[src/rtl/fetch_pkg.sv]
// Shared types and defaults for the instruction fetch stage.
// Entries carry an instruction together with the PC it was fetched from.
package fetch_pkg;

  localparam int XLEN = 32;
  localparam int FETCH_DEPTH = 2;

  localparam logic [XLEN-1:0] RESET_PC_DEF = 32'h0000_0000;
  localparam logic [XLEN-1:0] NOP = 32'b0;

  typedef struct packed {
    logic [XLEN-1:0] instr;
    logic [XLEN-1:0] pc;
  } fetch_entry_t;

endpackage

[src/rtl/fetch_fifo.sv]
// Small synchronous FIFO of fetch entries with flush and occupancy count.
// Storage is unreset; the head is only meaningful while not empty.
module fetch_fifo
  import fetch_pkg::*;
#(
  parameter int DEPTH = FETCH_DEPTH,
  localparam int CW = $clog2(DEPTH + 1),
  localparam int PW = (DEPTH > 1) ? $clog2(DEPTH) : 1
) (
  input  logic         clk,
  input  logic         rst,
  input  logic         flush,
  input  logic         push,
  input  logic         pop,
  input  fetch_entry_t wrData,
  output fetch_entry_t rdData,
  output logic         full,
  output logic         empty,
  output logic [CW-1:0] count
);

  fetch_entry_t mem [DEPTH];

  logic [PW-1:0] rdPtr;
  logic [PW-1:0] wrPtr;
  logic          doPush;
  logic          doPop;

  function automatic logic [PW-1:0] bump(
    input logic [PW-1:0] p
  );
    if (p == PW'(DEPTH - 1)) return '0;
    return p + 1'b1;
  endfunction

  assign empty  = (count == '0);
  assign full   = (count == CW'(DEPTH));
  assign doPop  = pop & ~empty;
  // A full FIFO still accepts a push when the head leaves in the same cycle.
  assign doPush = push & (~full | doPop);
  assign rdData = mem[rdPtr];

  always_ff @(posedge clk) begin
    if (!rst || flush) begin
      rdPtr <= '0;
      wrPtr <= '0;
      count <= '0;
    end else begin
      if (doPush) wrPtr <= bump(wrPtr);
      if (doPop)  rdPtr <= bump(rdPtr);
      if (doPush && !doPop) begin
        count <= count + 1'b1;
      end else if (doPop && !doPush) begin
        count <= count - 1'b1;
      end
    end
  end

  always_ff @(posedge clk) begin
    if (doPush) mem[wrPtr] <= wrData;
  end

endmodule

[src/rtl/fetch_unit.sv]
// Fetch stage: PC generation, instruction memory requests and an
// in-order response buffer feeding the Fetch/Decode register.
module fetch_unit
  import fetch_pkg::*;
#(
  parameter int N = XLEN,
  parameter int DEPTH = FETCH_DEPTH,
  parameter logic [N-1:0] RESET_PC = RESET_PC_DEF
) (
  input  logic         clk,
  input  logic         rst,
  input  logic         StallF,
  input  logic         Redirect,
  input  logic [N-1:0] RedirectPC,
  output logic         imem_req,
  output logic [N-1:0] imem_addr,
  input  logic         imem_ready,
  input  logic         imem_rvalid,
  input  logic [N-1:0] imem_rdata,
  output logic [N-1:0] InstrF,
  output logic [N-1:0] PCF,
  output logic [N-1:0] PCPlus4F,
  output logic         InstrValidF
);

  localparam int CW = $clog2(DEPTH + 1);

  logic [N-1:0]  fetchPc;
  logic [CW-1:0] outstanding;
  logic [CW-1:0] discard;
  logic [CW-1:0] outNext;
  logic [CW-1:0] occupancy;
  logic [CW-1:0] tagCount;
  logic [CW:0]   inUse;

  logic accept;
  logic rspOk;
  logic rspKeep;
  logic consume;

  fetch_entry_t bufIn;
  fetch_entry_t bufHead;
  fetch_entry_t tagIn;
  fetch_entry_t tagHead;

  logic bufFull;
  logic bufEmpty;
  logic tagFull;
  logic tagEmpty;
  logic unusedTag;

  // Requests in flight plus buffered entries never exceed DEPTH,
  // so every response always has a free buffer slot.
  assign inUse    = {1'b0, occupancy} + {1'b0, outstanding};
  assign imem_req = rst & ~Redirect &
                    (inUse < (CW + 1)'(DEPTH));
  assign imem_addr = fetchPc;

  assign accept  = imem_req & imem_ready;
  assign rspOk   = rst & imem_rvalid & (outstanding != '0);
  assign rspKeep = rspOk & ~Redirect & (discard == '0);
  assign consume = InstrValidF & ~StallF & ~Redirect;

  always_comb begin
    outNext = outstanding;
    if (accept && !rspOk) begin
      outNext = outstanding + 1'b1;
    end else if (rspOk && !accept) begin
      outNext = outstanding - 1'b1;
    end
  end

  always_ff @(posedge clk) begin
    if (!rst) begin
      fetchPc     <= RESET_PC;
      outstanding <= '0;
      discard     <= '0;
    end else begin
      outstanding <= outNext;
      if (Redirect) begin
        fetchPc <= RedirectPC;
        // Everything still in flight after this edge is stale.
        discard <= outNext;
      end else begin
        if (accept) fetchPc <= fetchPc + N'(4);
        if (rspOk && discard != '0) begin
          discard <= discard - 1'b1;
        end
      end
    end
  end

  assign tagIn.instr = NOP;
  assign tagIn.pc    = fetchPc;

  fetch_fifo #(.DEPTH(DEPTH)) tagQ (
    .clk    (clk),
    .rst    (rst),
    .flush  (1'b0),
    .push   (accept),
    .pop    (rspOk),
    .wrData (tagIn),
    .rdData (tagHead),
    .full   (tagFull),
    .empty  (tagEmpty),
    .count  (tagCount)
  );

  assign bufIn.instr = imem_rdata;
  assign bufIn.pc    = tagHead.pc;

  fetch_fifo #(.DEPTH(DEPTH)) instrBuf (
    .clk    (clk),
    .rst    (rst),
    .flush  (Redirect),
    .push   (rspKeep),
    .pop    (consume),
    .wrData (bufIn),
    .rdData (bufHead),
    .full   (bufFull),
    .empty  (bufEmpty),
    .count  (occupancy)
  );

  assign unusedTag = ^{tagFull, tagEmpty, tagCount,
                       tagHead.instr, bufFull};

  assign InstrValidF = ~bufEmpty;
  assign InstrF   = InstrValidF ? bufHead.instr : NOP;
  assign PCF      = InstrValidF ? bufHead.pc : '0;
  assign PCPlus4F = InstrValidF ? bufHead.pc + N'(4) : '0;

  a_rvalidIdle: assert property (
    @(posedge clk) disable iff (!rst)
    !(imem_rvalid && outstanding == '0)
  );

endmodule
[config.mk]
export PLATFORM = sky130hd
export DESIGN_NAME = fetch_unit
export DESIGN_NICKNAME = d
export VERILOG_FILES = /design/src/rtl/fetch_pkg.sv /design/src/rtl/fetch_fifo.sv /design/src/rtl/fetch_unit.sv
export SDC_FILE = /design/constraint.sdc
export NUM_CORES = 1
export LEC_CHECK = 0
export ABC_AREA = 1
export BUFFER_PORTS_ARGS = -buffer_cell sky130_fd_sc_hd__buf_2
export CORE_MARGIN = 1.5
export CORE_UTILIZATION = 35
export CTS_CLUSTER_SIZE = 28
export DETAILED_ROUTE_END_ITERATION = 12
export PLACE_DENSITY = 0.53
export SYNTH_ARGS = -nofsm -noshare
export SYNTH_HDL_FRONTEND = slang
export SYNTH_SLANG_ARGS = --single-unit
export TNS_END_PERCENT = 5
[constraint.sdc]
create_clock -name clk -period 5 [get_ports clk]
set_input_delay 0.75 -clock clk [delete_from_list [all_inputs] [get_ports clk]]
set_output_delay 0.75 -clock clk [all_outputs]
set_load 0.02 [all_outputs]
After elaboration in Yosys (flattened, before gate mapping). Memories as Yosys holds them, arrays and structs flattened. A register that Yosys moved wholly into a read port is not among the register bits. Index checks and enable logic that the tools add are counted.

Bits in registers: 44. Memory bits (writable): 192. Bits of input ports: 70. Output and inout port bits: 130. Word-level logic and storage cells: 114. Memories kept: 2.

Add/subtract/negate cells: 14. Magnitude comparators: 1. Eq/ne operators: 2. Mux-type cells: 41. Bitwise operators: 21. Reduce and logical (&&, ||, !) cells: 24.

Memories: instrBuf.mem (depth 2, bits a word 64, rd ports 1, clocked after Yosys merged registers in 1, write ports 1, RTL line fetch_fifo.sv:22) `fetch_entry_t mem [DEPTH];`; tagQ.mem (depth 2, bits a word 32, rd ports 1, clocked after Yosys merged registers in 1, write ports 1, RTL line fetch_fifo.sv:22).

Operators by type and width (number): $mux W32 (5); $add A32 B3 Y32 const B (2); $mux W1 (28); $mux W2 (8); $and A1 B1 Y1 (13); $reduce_bool A2 Y1 (6); $sub A2 B1 Y2 const B (4); $logic_and A1 B1 Y1 (7); $logic_not A1 Y1 (7); $add A2 B1 Y2 const B (3); $logic_not A2 Y1 (3); $not A1 Y1 (6); $add A1 B1 Y1 const B (4); $eq A2 B2 Y1 const B (2); $add A2 B2 Y3 (1); $lt A3 B2 Y1 const B (1); $or A1 B1 Y1 (2); $logic_or A1 B1 Y1 (1).

Logic depth before layout (Yosys ltp). Gate-level depths: netlist (run 1).

Word-level depth: 11. Mapped depth: 13. Gate-level depth less buffers: 12.

Modules after synthesis. Synthesis (run 1) repeated with hierarchy kept, for this count alone.

Cell total of the unflattened synthesis: 1252. Area total of the unflattened synthesis: 14436.3 um^2.

By module, submodules not included: fetch_fifo (instances 2, cells an instance 240, area each 5178.7 um^2, sequential area each 3943.8 um^2); fetch_unit (instances 1, cells an instance 772, area each 4078.9 um^2, sequential area each 720.7 um^2).

Least setup slack after synthesis (run 1). Ideal clock, no wire load.

Path type: input to register. From: in Redirect. To: mem instrBuf.mem[0][0] in the netlist's numbering, enable pin. Library setup time: 0.486 ns. Arrival: 4.105 ns. Data required time: 4.514 ns. Path slack: 0.409 ns. Stages: 6. Path buffers: 1. Cells stage by stage: buf_4 nor2_1 nand2_1 a31oi_1 inv_1 nor2_1.

Cells in the longest elaborated chain, start to end: 7. Elaborated cells on any way between the ends: 9. Classes of those cells: 2 x mux; 7 x bitwise.

RTL lines: start, declared (RTL line fetch_unit.sv:13) `input logic Redirect,`; $not A1 Y1 (*) (RTL line fetch_unit.sv:61, fetch_unit.sv:62); $and A1 B1 Y1 (RTL line fetch_unit.sv:62) `assign consume = InstrValidF & ~StallF & ~Redirect;`; $and A1 B1 Y1 (RTL line fetch_fifo.sv:38) `assign doPop = pop & ~empty;`; $or A1 B1 Y1 (RTL line fetch_fifo.sv:40) `assign doPush = push & (~full | doPop);`; $and A1 B1 Y1 (*) (RTL line fetch_fifo.sv:40); $mux W1 (*) (RTL line fetch_fifo.sv:60) `if (doPush) mem[wrPtr] <= wrData;`; $mux W1 (implied by the code) (*) (RTL line fetch_fifo.sv:60); end, declared (RTL line fetch_fifo.sv:22).

Every way passes the cells marked *; elsewhere a longest branch is shown, timed or not.

==> results of run 1 <==
[synthesized netlist by cell type, drive strengths merged]
master and instances:
clkinv 1, o21ai 37, dfxtp 46, inv 101
nand3 45, o31ai 1, nand2 406, o211ai 2
nor3 4, mux2 32, nand4 4, a32oi 1
a31oi 10, o22ai 1, nor2 166, clkbuf 16
edfxtp 192, xor2 12, fa 1, buf 26
ha 6, a21oi 87, or2 3
[stage by stage]
step	total power, mW	instance area [um^2]
after floorplan	2.59	11100
after global placement	2.75	12500
after detailed placement	2.75	12500
after CTS	4.84	13400
after global routing	4.98	13400
final	4.78	13400
[flip-flops by register name (all words and copies together), names as in the netlist, 2 cells and up, named ones only]
signal / flops
discard: 2
imem_addr: 32
instrBuf.count: 2
instrBuf.mem: 128
outstanding: 2
tagQ.count: 2
tagQ.mem: 64
[metal layers]
layer | vias up | part of all wire [%] | track usage (%)
met5 | - | 0 | 0
met4 | 0 | 2.0 | 3.90
met3 | 40 | 6.5 | 2.76
met2 | 316 | 42 | 26.1
met1 | 3865 | 49 | 25.3
li1 | 4347 | - | -
[path summary, 6_finish.rpt]
kind	from	end	cells past startpoint
max	flop	PCPlus4F[16]	11
min	imem_rdata[26]	instrBuf.mem[0][58]	1
max reg2reg	outstanding[0]	imem_addr[18]	11
min reg2reg	discard[1]	discard[1]	2
[cell type report]
cell class | instances | area (um^2)
clock inverter | 15 | 234
clock buffer | 34 | 712
fill | 3138 | 18000
inverter | 102 | 383
multi-input combinational | 818 | 3810
tap | 402 | 503
timing repair buffer | 209 | 1070
sequential | 238 | 6690
[report_power, final]
part,leakage (nW),switching [mW],internal [mW]
logic,3.01,0.286,0.142
registers,2.12,0.0562,2.22
clock network,0.459,0.759,1.32
[logic make-up after synthesis]
group	count (synthesis)	share of synthesized area [%]
simple gates	628	22.7
flops	238	60.2
buf+inv	144	5.49
compound gates	139	6.49
mux	32	3.25
xor+xnor	12	0.947
fa+ha+maj	7	0.857
==> summary.md, run 1 <==
| Metric | Value |
|---|---|
| Syn_nets | ~1300 |
| Clk root buf | clkbuf_16 |
| Worst skew pair latency | roughly 530 ps |
| Peak VDD IR | about 0.24 mV |
| Initial antenna violation count | 0 |
| Final Slew Violations | 0 |
| Io pins | 200 |
| Vias in the first global route | approximately 8000 |
| Die height | about 180 um |
| Non-Filler Instances | between 1500 and 2000 |
| First-pass GRT wire length | between 40 and 50 mm |
| R2r setup slk | 2010 ps |
| Vias per cell | between 4 and 5 |
| Least-Margin Pin Slew | about 900 ps |
| Final WS setup | 946 ps |
| Status | complete, no violations |
| Crit-path max FO | 40 |
| Most common cell after layout, fill and taps aside | nand2_1 |
| Fmax | 247 MHz |
| Final Hold Fails | 0 |
| Placed Cells | 1769 |
| Cells after Synth | 1200 |
| Final setup fails | 0 |
| Clock-pin slew on the worst setup and hold paths | 60 ps |
| Synth Register Bits | ~240 |
| CP peak stage delay | roughly 700 ps |
| Clk sinks | 238 |
| Antenna diodes | 0 |
| Max_cap viols | 0 |
| Post-layout min period | 4050 ps |
| Power density cells | 357 nW/um^2 |
| Iteration-0 DRC Markers | approximately 490 |
| Initial DRT Pass Iterations | 5 |
| Avg WL per Cell | 15.5 um |
| Layout cells sized above 1 | between 20% and 30% |
| ANT nets after route | 0 |
| Period utilisation layout | about 80% |
| Min-Delay Path Class | in2reg |
| Count of input and output buffers | ~200 |
| Post-Syn Area per Cell | 9.25 um^2 |
| Worst Path Buf+Inv | 3 |
| Synth area leader | edfxtp_1 |
| Total die area | 32800 um^2 |
| Setup repair after global routing missed its margin | false |
| Top Family by Delay on Critical Path | simple AND/OR/NAND/NOR gates |
| Placement Setup Slack | between 1000 and 1500 ps |
| Most frequent cells in the layout | nand2_1 (395), buf_2 (199), edfxtp_1 (192) |
| Post-layout util | between 40% and 50% |
| Worst Path Required | roughly 4300 ps |
| Largest net degree at the start of global routing | between 60 and 70 |
| Detailed-route DRC error count | 0 |
| Die W | approximately 180 um |
| Hold WS | slightly above 400 ps |
| Setup repair bufs after CTS | 0 |
| Yosys warns | 0 |
| Setup TNS | 0 ps |
| CP Launch Type | flop |
| Critical path's most frequent cell | nor2_1 |
| Final net count | roughly 1500 |
| Rel. slew slack | between 40% and 50% |
| CP endpoint kind | output pin |
| Row cnt | 65 |
| Critical path class | reg2out |
| CTS resizes | 0 |
| DP HPWL | around 20 mm |
| CP arrival | ~3300 ps |
| Synth area leaders | edfxtp_1 (52%), nand2_1 (13%), dfxtp_1 (8.3%) |
| Post-CTS Hold Buffers | 0 |
| GRT Util Overall | roughly 17% |
| # H-tree levels | 1 |
| Synth cell types | 32 |
| Leak | about 5.6 nW |
| Routed wire length | about 28 mm |
| Sequential fraction of the synthesis area | 60.2% |
| Share of the synthesized area in the top cell type | 52.0% |
| GP Congestion | 0.893 |
| TritonCTS buffer count | 27 |
| Core area | 31400 um^2 |
| CTS tree | built |
| Congestion Overflow GR | 0 |
| Area grow syn2layout | 20.8% |
| Slowest CP cell | dfxtp_2 |
| Vias | approximately 8600 |
| Mapped Area | 11100 um^2 |
| Clock skew | approximately 21 ps |
| Critical-path cell list | buf_4 -> nand2_1 -> nand2_2 -> ha_1 -> inv_1 -> nor2_1 -> nand3_1 -> nor2_2 -> a21oi_1 -> nor2_1 -> buf_2 |
| Longest Clk Path Bufs | 3 |
| Initial Util | a little over a third |
Note: power is estimated with default switching activity, not from simulation.
==> run 2: changes to the inputs <==
Settings changed: PLACE_DENSITY 0.53 to 0.55.
Clock period 5 ns to 3.5 ns, I/O delays scaled along.
==> summary.md, run 2 (synthesis gave the netlist of run 1 again) <==
| Metric | Value |
|---|---|
| Count of input and output buffers | around 200 |
| Antenna diodes | 0 |
| Peak VDD IR | between 0.3 and 0.4 mV |
| Setup repair bufs after CTS | 0 |
| Max reg flops | 128 |
| Most frequent cells in the layout | nand2_1 (395), buf_2 (199), edfxtp_1 (192) |
| CP endpoint kind | output pin |
| Int Pwr | around 4.9 mW |
| Critical-path cell list | clkinv_2 -> buf_8 -> nand2_1 -> nand2_2 -> nand2_2 -> nor2_2 -> nand2_1 -> nor2_1 -> nand2_1 -> nand2_1 -> nand2_1 -> nor2_1 -> buf_2 |
| Fmax | 310 MHz |
| Hold Crit Endpoint | instrBuf.mem[0][61] |
| ANT nets after route | 0 |
| CP arrival | ~2700 ps |
| Layout cells sized above 1 | a little under a quarter |
| M1 WL | approximately 14 mm |
| Logic pwr share | roughly a tenth |
| Period utilisation layout | 92.1% |
| CP Launch Type | flop |
| Leak | 5.56 nW |
| Crit-path max FO | 38 |
| Hold_sp | imem_rdata[29] |
| Total die area | approximately 33000 um^2 |
| Least-Margin Pin Slew | ~760 ps |
| CTS tree | built |
| Hold WS | 181 ps |
| Clock skew | between 15 and 20 ps |
| Area after DPL | roughly 13000 um^2 |
| Net Sw Frac | between 20% and 30% |
| Die height | roughly 180 um |
| Reg2reg end | instrBuf.mem[1][32] |
| Placed Cells | about 1800 |
| Vias | approximately 8800 |
| TritonCTS buffer count | 27 |
| GP Congestion | 0.991 |
| Setup TNS | 0 ps |
| Fill cells | about 3100 |
| Worst Path Buf+Inv | 3 |
| Avg WL per Cell | 15.7 um |
| Worst skew pair latency | 530 ps |
| Core area | 31400 um^2 |
| First-pass GRT wire length | ~46 mm |
| Met3 wire length | 1.76 mm |
| Die W | 181 um |
| Sequential share of power | 50.4% |
| Most common cell after layout, fill and taps aside | nand2_1 |
| Worst r2r src | outstanding[1] |
| Hold path cells | 1 |
| Finished Cell Area | 13400 um^2 |
| Critical path's most frequent cell | nand2_1 |
| # H-tree levels | 1 |
| Initial Util | about 35% |
| Register-to-Register Path Depth | 10 |
| Longest Clk Path Bufs | 3 |
| Clock-pin slew on the worst setup and hold paths | ~60 ps |
| Congestion Overflow GR | 0 |
| Sw Pwr | 1.59 mW |
| Final setup fails | 0 |
| Max_cap viols | 0 |
| Clk sinks | roughly 240 |
| Top Metal Used | met4 |
| Register with the most flip-flops | instrBuf.mem |
| Critical path class | reg2out |
| Row cnt | 65 |
| DP HPWL | about 20 mm |
| Non-Filler Instances | 1822 |
| Final net count | ~1500 |
| CP peak stage delay | around 330 ps |
| Detailed-route DRC error count | 0 |
| Top Family by Delay on Critical Path | simple AND/OR/NAND/NOR gates |
| Clock Power Share | about two fifths |
| Slowest CP cell | dfxtp_2 |
| Routed wire length | roughly 29 mm |
| Initial antenna violation count | 0 |
| Power density cells | a little under 500 nW/um^2 |
| Post-layout min period | about 3200 ps |
| Io pins | 200 |
| Post-route total power | around 6.5 mW |
| Iteration-0 DRC Markers | approximately 570 |
| WL met2 | approximately 12 mm |
| Initial DRT Pass Iterations | 5 |
| Rel. slew slack | roughly 50% |
| Setup repair after global routing missed its margin | false |
| GRT Util Overall | around 17% |
| Clk root buf | clkbuf_16 |
| Vias in the first global route | 8431 |
| Final Slew Violations | 0 |
| R2r setup slk | about 720 ps |
| Status | complete, no violations |
| Largest net degree at the start of global routing | 65 |
| Worst Path Required | just under 3000 ps |
| Vias per cell | between 4 and 5 |
| Final Hold Fails | 0 |
| Min-Delay Path Class | in2reg |
| Area grow syn2layout | 20.4% |
==> run 2: power groups by stage <==
stage,registers (mW),clock network [mW],logic (mW)
3_3_place_gp,3.31,0,0.620
6_report,3.26,2.58,0.626
5_1_grt,3.27,2.77,0.709
2_1_floorplan,3.32,0,0.382
3_5_place_dp,3.31,0,0.626
4_1_cts,3.25,2.66,0.630
==> run 2: metrics by stage <==
step / util (%) / worst slack (ps)
finish: 42.6 / 277
global route: 42.6 / 1.03
CTS: 42.5 / 2.52
detailed placement: 40.0 / 565
global placement: 40.0 / 586
floorplan: - / 137
==> run 2: worst reg2reg max path: stages (launching register included) <==
cell     delay, ps
dfxtp_1        380
inv_1           60
ha_1           170
inv_1           60
nand3_1        150
inv_1          160
nand3_1        100
a31oi_1        370
nand2_1        120
inv_2          570
buf_12         310
==> run 2: worst max-delay path by stage <==
stage | startpoint | end | slack [ps] | depth (start not counted)
final | flop | PCPlus4F[28] | 280 | 13
after floorplan | outstanding[0] | tagQ.mem[1][0] | 140 | 9
after global routing | flop | PCPlus4F[20] | 1 | 12
after CTS | flop | PCPlus4F[28] | 3 | 13
after detailed placement | rst | instrBuf.mem[1][33] | 570 | 8
after global placement | rst | instrBuf.mem[1][33] | 590 | 8
==> run 2: cell type report <==
class / count / area (um^2) / area share [%]
Inverter: 102 / 384 / 2.87
Clock buffer: 33 / 698 / 5.22
Sequential cell: 238 / 6690 / 50.0
Timing Repair Buffer: 217 / 1180 / 8.86
Multi-Input combinational cell: 818 / 3810 / 28.5
Tap cell: 402 / 503 / 3.76
Clock inverter: 12 / 93.8 / 0.702
==> run 2: per-layer routing <==
metal | up-vias | track usage (%)
met3 | 53 | 3.08
met2 | 310 | 26.6
met4 | 0 | 5.37
met1 | 4029 | 25.3
li1 | 4370 | -
met5 | - | 0
==> run 2: what timing repair did <==
item	4_1_cts	5_1_grt
setup endpoints to repair	0	21
gates resized for setup	0	6
hold buffers	0	0
